File: src/rtl/pipe_pkg.sv
// Shared types for the 5-stage pipeline sequencer: forward-select encoding,
// the per-stage producer tag, and the tag/forward helper functions.
package pipe_pkg;

  // Tags carry register indices up to this width; narrower GPR indices are zero-extended.
  localparam int TAG_AW = 8;

  typedef enum logic [1:0] {
    FWD_RF  = 2'd0,
    FWD_EX  = 2'd1,
    FWD_MEM = 2'd2,
    FWD_WB  = 2'd3
  } fwd_sel_e;

  typedef struct packed {
    logic [TAG_AW-1:0] dest;
    logic              we;
    logic              load;
  } stage_tag_t;

  // A producer only matters if it is valid, really writes, and does not target r0.
  function automatic logic tag_hit(logic valid, stage_tag_t tag,
                                   logic [TAG_AW-1:0] src, logic en);
    return en && valid && tag.we && (tag.dest != '0) && (tag.dest == src);
  endfunction

  function automatic fwd_sel_e pick_fwd(logic hit_ex, logic hit_mem, logic hit_wb);
    if (hit_ex)  return FWD_EX;
    if (hit_mem) return FWD_MEM;
    if (hit_wb)  return FWD_WB;
    return FWD_RF;
  endfunction

endpackage

File: src/rtl/pipe_hazard_ctrl_if.sv
// ID-stage decode inputs and sequencer outputs of pipe_hazard_ctrl.
interface pipe_hazard_ctrl_if #(
  parameter int REG_AW = 5,
  parameter int CNT_W  = 32
);
  logic              fs_to_ds_valid;
  logic [REG_AW-1:0] id_rj;
  logic [REG_AW-1:0] id_rk;
  logic [REG_AW-1:0] id_rd;
  logic              id_src1_from_ref;
  logic              id_src2_from_ref;
  logic              id_src2_is_rd;
  logic              id_ref_we;
  logic              id_res_from_dram;
  logic              id_br_taken;

  logic              fs_allowin;
  logic              ds_valid;
  logic              es_valid;
  logic              ms_valid;
  logic              ws_valid;
  logic              ds_ready_go;
  logic              br_flush;
  logic [1:0]        fwd_sel1;
  logic [1:0]        fwd_sel2;
  logic [CNT_W-1:0]  stall_cnt;
  logic [CNT_W-1:0]  flush_cnt;

  modport master (
    output fs_to_ds_valid, id_rj, id_rk, id_rd, id_src1_from_ref, id_src2_from_ref,
           id_src2_is_rd, id_ref_we, id_res_from_dram, id_br_taken,
    input  fs_allowin, ds_valid, es_valid, ms_valid, ws_valid, ds_ready_go,
           br_flush, fwd_sel1, fwd_sel2, stall_cnt, flush_cnt
  );

  modport slave (
    input  fs_to_ds_valid, id_rj, id_rk, id_rd, id_src1_from_ref, id_src2_from_ref,
           id_src2_is_rd, id_ref_we, id_res_from_dram, id_br_taken,
    output fs_allowin, ds_valid, es_valid, ms_valid, ws_valid, ds_ready_go,
           br_flush, fwd_sel1, fwd_sel2, stall_cnt, flush_cnt
  );
endinterface

File: src/rtl/pipe_stage_tag.sv
// One pipeline stage slot: valid bit plus producer tag, loaded when the stage allows in.
module pipe_stage_tag
  import pipe_pkg::*;
(
  input  logic       clk,
  input  logic       rst_n,
  input  logic       i_load_en,
  input  logic       i_valid,
  input  stage_tag_t i_tag,
  output logic       o_valid,
  output stage_tag_t o_tag
);

  logic       r_valid;
  stage_tag_t r_tag;

  // NOTE: the tag is reset along with the valid bit so forward selects read a clean 0 out of reset.
  always_ff @(posedge clk or negedge rst_n) begin
    if (!rst_n) begin
      r_valid <= 1'b0;
      r_tag   <= '0;
    end else if (i_load_en) begin
      // NOTE: non-blocking, so each stage captures its neighbour's pre-edge contents.
      r_valid <= i_valid;
      r_tag   <= i_tag;
    end
  end

  assign o_valid = r_valid;
  assign o_tag   = r_tag;

endmodule

File: src/rtl/pipe_hazard_ctrl.sv
// 5-stage pipeline sequencer: valid/allowin handshake, RAW forwarding or stall
// on ID sources, wrong-path cancel on taken ID branches, stall/flush counters.
module pipe_hazard_ctrl
  import pipe_pkg::*;
#(
  parameter int REG_AW = 5,
  parameter int FWD_EN = 1,
  parameter int CNT_W  = 32
) (
  input logic              clk,
  input logic              resetn,
  pipe_hazard_ctrl_if.slave bus
);

  logic              r_ds_valid;
  logic [CNT_W-1:0]  r_stall_cnt;
  logic [CNT_W-1:0]  r_flush_cnt;

  logic              w_es_valid, w_ms_valid, w_ws_valid;
  stage_tag_t        w_es_tag, w_ms_tag, w_ws_tag, w_id_tag;
  logic [REG_AW-1:0] w_src2_idx;
  logic [TAG_AW-1:0] w_src1, w_src2;
  logic              w_hit1_ex, w_hit1_mem, w_hit1_wb;
  logic              w_hit2_ex, w_hit2_mem, w_hit2_wb;
  logic              w_raw_stall;
  fwd_sel_e          w_fwd1, w_fwd2;
  logic              w_ds_ready_go, w_ds_allowin, w_es_allowin, w_ms_allowin, w_ws_allowin;
  logic              w_br_flush;

  assign w_src2_idx = bus.id_src2_is_rd ? bus.id_rd : bus.id_rk;
  assign w_src1     = TAG_AW'(bus.id_rj);
  assign w_src2     = TAG_AW'(w_src2_idx);
  assign w_id_tag   = '{dest: TAG_AW'(bus.id_rd), we: bus.id_ref_we, load: bus.id_res_from_dram};

  assign w_hit1_ex  = tag_hit(w_es_valid, w_es_tag, w_src1, bus.id_src1_from_ref);
  assign w_hit1_mem = tag_hit(w_ms_valid, w_ms_tag, w_src1, bus.id_src1_from_ref);
  assign w_hit1_wb  = tag_hit(w_ws_valid, w_ws_tag, w_src1, bus.id_src1_from_ref);
  assign w_hit2_ex  = tag_hit(w_es_valid, w_es_tag, w_src2, bus.id_src2_from_ref);
  assign w_hit2_mem = tag_hit(w_ms_valid, w_ms_tag, w_src2, bus.id_src2_from_ref);
  assign w_hit2_wb  = tag_hit(w_ws_valid, w_ws_tag, w_src2, bus.id_src2_from_ref);

  always_comb begin
    // NOTE: every output of this block gets a default first, so no path leaves a latch behind.
    w_raw_stall = 1'b0;
    w_fwd1      = FWD_RF;
    w_fwd2      = FWD_RF;
    if (FWD_EN != 0) begin
      // Only a load still in EX cannot be bypassed; select stays on EX while stalled.
      w_raw_stall = r_ds_valid & w_es_tag.load & (w_hit1_ex | w_hit2_ex);
      w_fwd1      = pick_fwd(w_hit1_ex, w_hit1_mem, w_hit1_wb);
      w_fwd2      = pick_fwd(w_hit2_ex, w_hit2_mem, w_hit2_wb);
    end else begin
      w_raw_stall = r_ds_valid & (w_hit1_ex | w_hit1_mem | w_hit1_wb |
                                  w_hit2_ex | w_hit2_mem | w_hit2_wb);
    end
  end

  // EX, MEM and WB always complete in one cycle, so only ID can hold the pipe.
  assign w_ws_allowin  = 1'b1;
  assign w_ms_allowin  = !w_ms_valid | w_ws_allowin;
  assign w_es_allowin  = !w_es_valid | w_ms_allowin;
  assign w_ds_ready_go = !w_raw_stall;
  assign w_ds_allowin  = !r_ds_valid | (w_ds_ready_go & w_es_allowin);
  assign w_br_flush    = r_ds_valid & bus.id_br_taken & w_ds_ready_go & w_es_allowin;

  pipe_stage_tag u_ex (
    .clk       (clk),
    .rst_n     (resetn),
    .i_load_en (w_es_allowin),
    .i_valid   (r_ds_valid & w_ds_ready_go),
    .i_tag     (w_id_tag),
    .o_valid   (w_es_valid),
    .o_tag     (w_es_tag)
  );

  pipe_stage_tag u_mem (
    .clk       (clk),
    .rst_n     (resetn),
    .i_load_en (w_ms_allowin),
    .i_valid   (w_es_valid),
    .i_tag     (w_es_tag),
    .o_valid   (w_ms_valid),
    .o_tag     (w_ms_tag)
  );

  pipe_stage_tag u_wb (
    .clk       (clk),
    .rst_n     (resetn),
    .i_load_en (w_ws_allowin),
    .i_valid   (w_ms_valid),
    .i_tag     (w_ms_tag),
    .o_valid   (w_ws_valid),
    .o_tag     (w_ws_tag)
  );

  always_ff @(posedge clk or negedge resetn) begin
    if (!resetn) begin
      r_ds_valid  <= 1'b0;
      r_stall_cnt <= '0;
      r_flush_cnt <= '0;
    end else begin
      if (w_ds_allowin) r_ds_valid <= bus.fs_to_ds_valid & !w_br_flush;
      if (r_ds_valid & !w_ds_ready_go) r_stall_cnt <= r_stall_cnt + 1'b1;
      if (w_br_flush) r_flush_cnt <= r_flush_cnt + 1'b1;
    end
  end

  assign bus.fs_allowin  = w_ds_allowin;
  assign bus.ds_valid    = r_ds_valid;
  assign bus.es_valid    = w_es_valid;
  assign bus.ms_valid    = w_ms_valid;
  assign bus.ws_valid    = w_ws_valid;
  assign bus.ds_ready_go = w_ds_ready_go;
  assign bus.br_flush    = w_br_flush;
  assign bus.fwd_sel1    = w_fwd1;
  assign bus.fwd_sel2    = w_fwd2;
  assign bus.stall_cnt   = r_stall_cnt;
  assign bus.flush_cnt   = r_flush_cnt;

endmodule

File: src/flat_wrapper.sv
// flat-port wrapper written by rule: the top's interface ports become plain ports
module pipe_hazard_ctrl_flat import pipe_pkg::*;
#(
  parameter int REG_AW = 5,
  parameter int FWD_EN = 1,
  parameter int CNT_W  = 32
)
  (clk, resetn, bus_fs_to_ds_valid, bus_id_rj, bus_id_rk, bus_id_rd, bus_id_src1_from_ref, bus_id_src2_from_ref, bus_id_src2_is_rd, bus_id_ref_we, bus_id_res_from_dram, bus_id_br_taken, bus_fs_allowin, bus_ds_valid, bus_es_valid, bus_ms_valid, bus_ws_valid, bus_ds_ready_go, bus_br_flush, bus_fwd_sel1, bus_fwd_sel2, bus_stall_cnt, bus_flush_cnt);
  pipe_hazard_ctrl_if #(.REG_AW(REG_AW), .CNT_W(CNT_W)) bus_i ();
  input logic clk;
  input logic resetn;
  input wire logic [$bits(bus_i.fs_to_ds_valid)-1:0] bus_fs_to_ds_valid;
  input wire logic [$bits(bus_i.id_rj)-1:0] bus_id_rj;
  input wire logic [$bits(bus_i.id_rk)-1:0] bus_id_rk;
  input wire logic [$bits(bus_i.id_rd)-1:0] bus_id_rd;
  input wire logic [$bits(bus_i.id_src1_from_ref)-1:0] bus_id_src1_from_ref;
  input wire logic [$bits(bus_i.id_src2_from_ref)-1:0] bus_id_src2_from_ref;
  input wire logic [$bits(bus_i.id_src2_is_rd)-1:0] bus_id_src2_is_rd;
  input wire logic [$bits(bus_i.id_ref_we)-1:0] bus_id_ref_we;
  input wire logic [$bits(bus_i.id_res_from_dram)-1:0] bus_id_res_from_dram;
  input wire logic [$bits(bus_i.id_br_taken)-1:0] bus_id_br_taken;
  output wire logic [$bits(bus_i.fs_allowin)-1:0] bus_fs_allowin;
  output wire logic [$bits(bus_i.ds_valid)-1:0] bus_ds_valid;
  output wire logic [$bits(bus_i.es_valid)-1:0] bus_es_valid;
  output wire logic [$bits(bus_i.ms_valid)-1:0] bus_ms_valid;
  output wire logic [$bits(bus_i.ws_valid)-1:0] bus_ws_valid;
  output wire logic [$bits(bus_i.ds_ready_go)-1:0] bus_ds_ready_go;
  output wire logic [$bits(bus_i.br_flush)-1:0] bus_br_flush;
  output wire logic [$bits(bus_i.fwd_sel1)-1:0] bus_fwd_sel1;
  output wire logic [$bits(bus_i.fwd_sel2)-1:0] bus_fwd_sel2;
  output wire logic [$bits(bus_i.stall_cnt)-1:0] bus_stall_cnt;
  output wire logic [$bits(bus_i.flush_cnt)-1:0] bus_flush_cnt;
  assign bus_i.fs_to_ds_valid = bus_fs_to_ds_valid;
  assign bus_i.id_rj = bus_id_rj;
  assign bus_i.id_rk = bus_id_rk;
  assign bus_i.id_rd = bus_id_rd;
  assign bus_i.id_src1_from_ref = bus_id_src1_from_ref;
  assign bus_i.id_src2_from_ref = bus_id_src2_from_ref;
  assign bus_i.id_src2_is_rd = bus_id_src2_is_rd;
  assign bus_i.id_ref_we = bus_id_ref_we;
  assign bus_i.id_res_from_dram = bus_id_res_from_dram;
  assign bus_i.id_br_taken = bus_id_br_taken;
  assign bus_fs_allowin = bus_i.fs_allowin;
  assign bus_ds_valid = bus_i.ds_valid;
  assign bus_es_valid = bus_i.es_valid;
  assign bus_ms_valid = bus_i.ms_valid;
  assign bus_ws_valid = bus_i.ws_valid;
  assign bus_ds_ready_go = bus_i.ds_ready_go;
  assign bus_br_flush = bus_i.br_flush;
  assign bus_fwd_sel1 = bus_i.fwd_sel1;
  assign bus_fwd_sel2 = bus_i.fwd_sel2;
  assign bus_stall_cnt = bus_i.stall_cnt;
  assign bus_flush_cnt = bus_i.flush_cnt;
  pipe_hazard_ctrl #(.REG_AW(REG_AW), .FWD_EN(FWD_EN), .CNT_W(CNT_W)) u_core (.clk(clk), .resetn(resetn), .bus(bus_i));
endmodule
File: config.mk
export PLATFORM = sky130hd
export DESIGN_NAME = pipe_hazard_ctrl_flat
export DESIGN_NICKNAME = d
export VERILOG_FILES = /design/src/rtl/pipe_pkg.sv /design/src/rtl/pipe_hazard_ctrl_if.sv /design/src/rtl/pipe_stage_tag.sv /design/src/rtl/pipe_hazard_ctrl.sv /design/src/flat_wrapper.sv
export SDC_FILE = /design/constraint.sdc
export NUM_CORES = 1
export LEC_CHECK = 0
export CAP_MARGIN = 20
export CORE_UTILIZATION = 54
export CTS_CLUSTER_DIAMETER = 40
export DETAILED_ROUTE_END_ITERATION = 8
export PLACE_DENSITY = 0.91
export SYNTH_ARGS = -nofsm -noshare
export SYNTH_HDL_FRONTEND = slang
export SYNTH_SLANG_ARGS = --single-unit
File: constraint.sdc
create_clock -name clk -period 4 [get_ports clk]
set_clock_uncertainty 0.1 [all_clocks]
set_input_delay 0.4 -clock clk [delete_from_list [all_inputs] [get_ports clk]]
set_output_delay 0.4 -clock clk [all_outputs]
set_load 0.05 [all_outputs]
==> impl_metrics.toml <==
[status]
status = "finished, final reports clean"

[clock_network]
ctsResizeCount = 0
htree_levels = 3
cts_tree = "yes"
cts_made_buffers = 9
cts_post_setup_buffers_inserted = 0
path_clk_slew_ns = 0.09
hold_buffers = 0
clk_latency_ns = 0.36
root_buffer = "clkbuf_8"
clk_path_buf_depth = 2
cts_sinks = 87

[sta]
fin_ws_ns = 0.256
finalSetupTns_ns = 0
post-route-period-util_pct = 93.6
relSlewSlack_pct = 52.9
rsz0062_at_grt = "no"
hold_viol = 0
worst_pin_slew_ns = 0.706
slew_viol_final = 0
fin_crit_ns = 3.74
max_freq_mhz = 267
setup_viol = 0

[final_layout]
layout_commonest_cell = "clkdlybuf4s50_1"
nets = 514
stdcell_area_um2 = 5590
n_fill_cell = 544
n_antenna_cell = 0
finalNonFillerCells = 595
syn_to_final_growth_pct = 29.3
drive_above_1_share_pct = 9.33
layout_common_cells = "clkdlybuf4s50_1 (96), dfrtp_1 (87), xor2_1 (58)"

[synth]
synth_cell_type_count = 50
synth_nets = 413
synth_edf_count = 0
synthMuxAreaShare_pct = 2.26
synth-simple-area-share_pct = 22.7
synth_top_family_by_area = "simple AND/OR/NAND/NOR gates"
netlist_top_cells_area = "dfrtp_1 (50%), xor2_1 (12%), xnor2_1 (6.9%), nand4_1 (3.6%), nor4_1 (2.9%)"
synth-compound-area-share_pct = 2.64
synthAdderAreaFrac_pct = 0.579
yosysSeqAreaShare_pct = 50.4
netlist_instances = 387
yosysWarnings = 0
yosysTopAreaCellShare_pct = 50.4
syn_area_per_cell_um2 = 11.2
netlist_area_um2 = 4320
ys_ff_latch = 87
synthArstFlopShare_pct = 100
synth-xor-area-share_pct = 18.7
synth_area_leader_cell = "dfrtp_1"
synth-main-ff-cell = "dfrtp_1"

[global_route]
grt_max_degree = 88
grt_pass1_vias = 3336
grt_pass1_wl_um = 16900
grt_use_total_pct = 25.9
antenna_found_initial = 0
grt_overflow_total = 0

[place]
pre_cts_slack_ns = 0.327
io_buffers = 98
dp_hpwl_um = 7160
postPlaceCellArea_um2 = 5370
placed_cells = 577
gp_congestion = 0.882

[floorplan]
rows = 32
die_y_um = 91.4
start_util_pct = 55.9
die_w_um = 91.4
ios = 99
dieArea_um2 = 8360
fp.coreArea_um2 = 7730

[setup_path]
path_max_fanout = 5
slowest_stage = "clkdlybuf4s50_1"
crit_required_ns = 3.50
cp.arrival_ns = 3.24
path_class = "in -> out"
cpPeakStageDelay_ns = 0.85
end_kind = "output pin"
crit_path_start_kind = "input port"
path_common_cell = "clkdlybuf4s50_1"
crit_chain = "clkdlybuf4s50_1, mux2i_2, xnor2_1, nor4_1, nand4_1, a21boi_0, clkdlybuf4s50_1"

[power]
peakVddDrop_mv = 0.435
pwr_density_cell_nw_per_um2 = 333
p_leak_nw = 2.48

[detailed_routing]
postRouteAntennaNets = 0
drc = 0
via_per_inst = 5.70
dr.pass1.iters = 5
vias = 3391
first_iter_violations = 194
finalWirelength_um = 10200
post_drt_wl_per_cell_um = 17.1

[min_path]
timing.hold.worst.class = "reg -> reg"

[run]
max_cap_viol_count = 0
worst paths after layout:
| path | cells past startpoint | from | slack, ns | endpoint |
|---|---|---|---|---|
| setup reg to reg | 7 | u_core.u_ex.o_tag[3] | 1.11 | u_core.bus.flush_cnt[31] |
| hold / removal | 0 | u_core.u_mem.o_tag[1] | 0.29 | u_core.u_wb.o_tag[1] |
| max in group asynchronous | 3 | resetn | 2.78 | u_core.bus.flush_cnt[28] |
| min in group asynchronous | 2 | resetn | 0.39 | u_core.bus.stall_cnt[30] |
| hold reg to reg | 0 | u_core.u_mem.o_tag[1] | 0.29 | u_core.u_wb.o_tag[1] |
| setup / recovery | 7 | bus_id_src2_is_rd | 0.26 | bus_fwd_sel2[1] |
power breakdown:
| group | total, mW | internal [mW] | switching (mW) |
|---|---|---|---|
| Combinational | 0.310 | 0.120 | 0.190 |
| Sequential | 0.967 | 0.914 | 0.0529 |
| Clock | 0.581 | 0.248 | 0.333 |
| Total | 1.86 | 1.28 | 0.576 |
layout make-up:
type | count | area [um2] | area share (%)
clock buffer | 11 | 141 | 2.53
clock inverter | 5 | 41.3 | 0.739
inverter | 11 | 41.3 | 0.739
multi-input combinational | 276 | 2020 | 36.2
sequential | 87 | 2180 | 39.0
tap | 102 | 128 | 2.28
timing repair buffer | 103 | 1040 | 18.5
sequential cells by signal, summed over array words and instances (netlist names):
register,count
u_core.bus.ds_valid,1
u_core.bus.flush_cnt,32
u_core.bus.stall_cnt,32
u_core.u_ex.o_tag,7
u_core.u_ex.o_valid,1
u_core.u_mem.o_tag,6
u_core.u_mem.o_valid,1
u_core.u_wb.o_tag,6
u_core.u_wb.o_valid,1
per-layer routing:
metal	GRT usage (%)	vias to the layer above	share of wire, %
met5	0	-	0
met4	8.07	0	1.4
met3	5.03	15	6.5
met2	41.6	135	49
met1	35.5	1676	43
li1	-	1565	-
kinds of logic after synthesis:
| group | count (synthesis) |
|---|---|
| AOI/OAI and AO/OA | 12 |
| xor gates and xnor gates | 92 |
| adders and majority gates | 2 |
| buffers and inverters | 24 |
| DFF | 87 |
| muxes | 6 |
| and+or+nand+nor | 164 |
synth_stat cells, drive strengths merged (3+ instances only):
master	instances
nand2	29
nor2	15
and3	7
nand3	17
xnor2	34
inv	11
mux2i	5
xor2	58
nand4	26
nor3	27
o21ai	3
buf	7
o211ai	3
or3	4
nor4	22
or4	6
dfrtp	87
clkbuf	6
critical path, delay by kind of cell:
kind	cells	cell delay, ns
mux	1	0.39
compound gates	1	0.25
buf+inv	2	1.60
xor+xnor	1	0.13
simple gates	2	0.48
through the flow:
step                hold slack (ns)  util (%)  power [mW]
global placement              0.269      69.4        1.28
CTS                           0.162      71.8        1.86
detailed placement            0.269      69.4        1.29
global route                  0.308      72.3        1.92
finish                        0.289      72.3        1.86
floorplan                   0.00441         -        1.16
No activity file was read; power rests on OpenSTA's default activity.
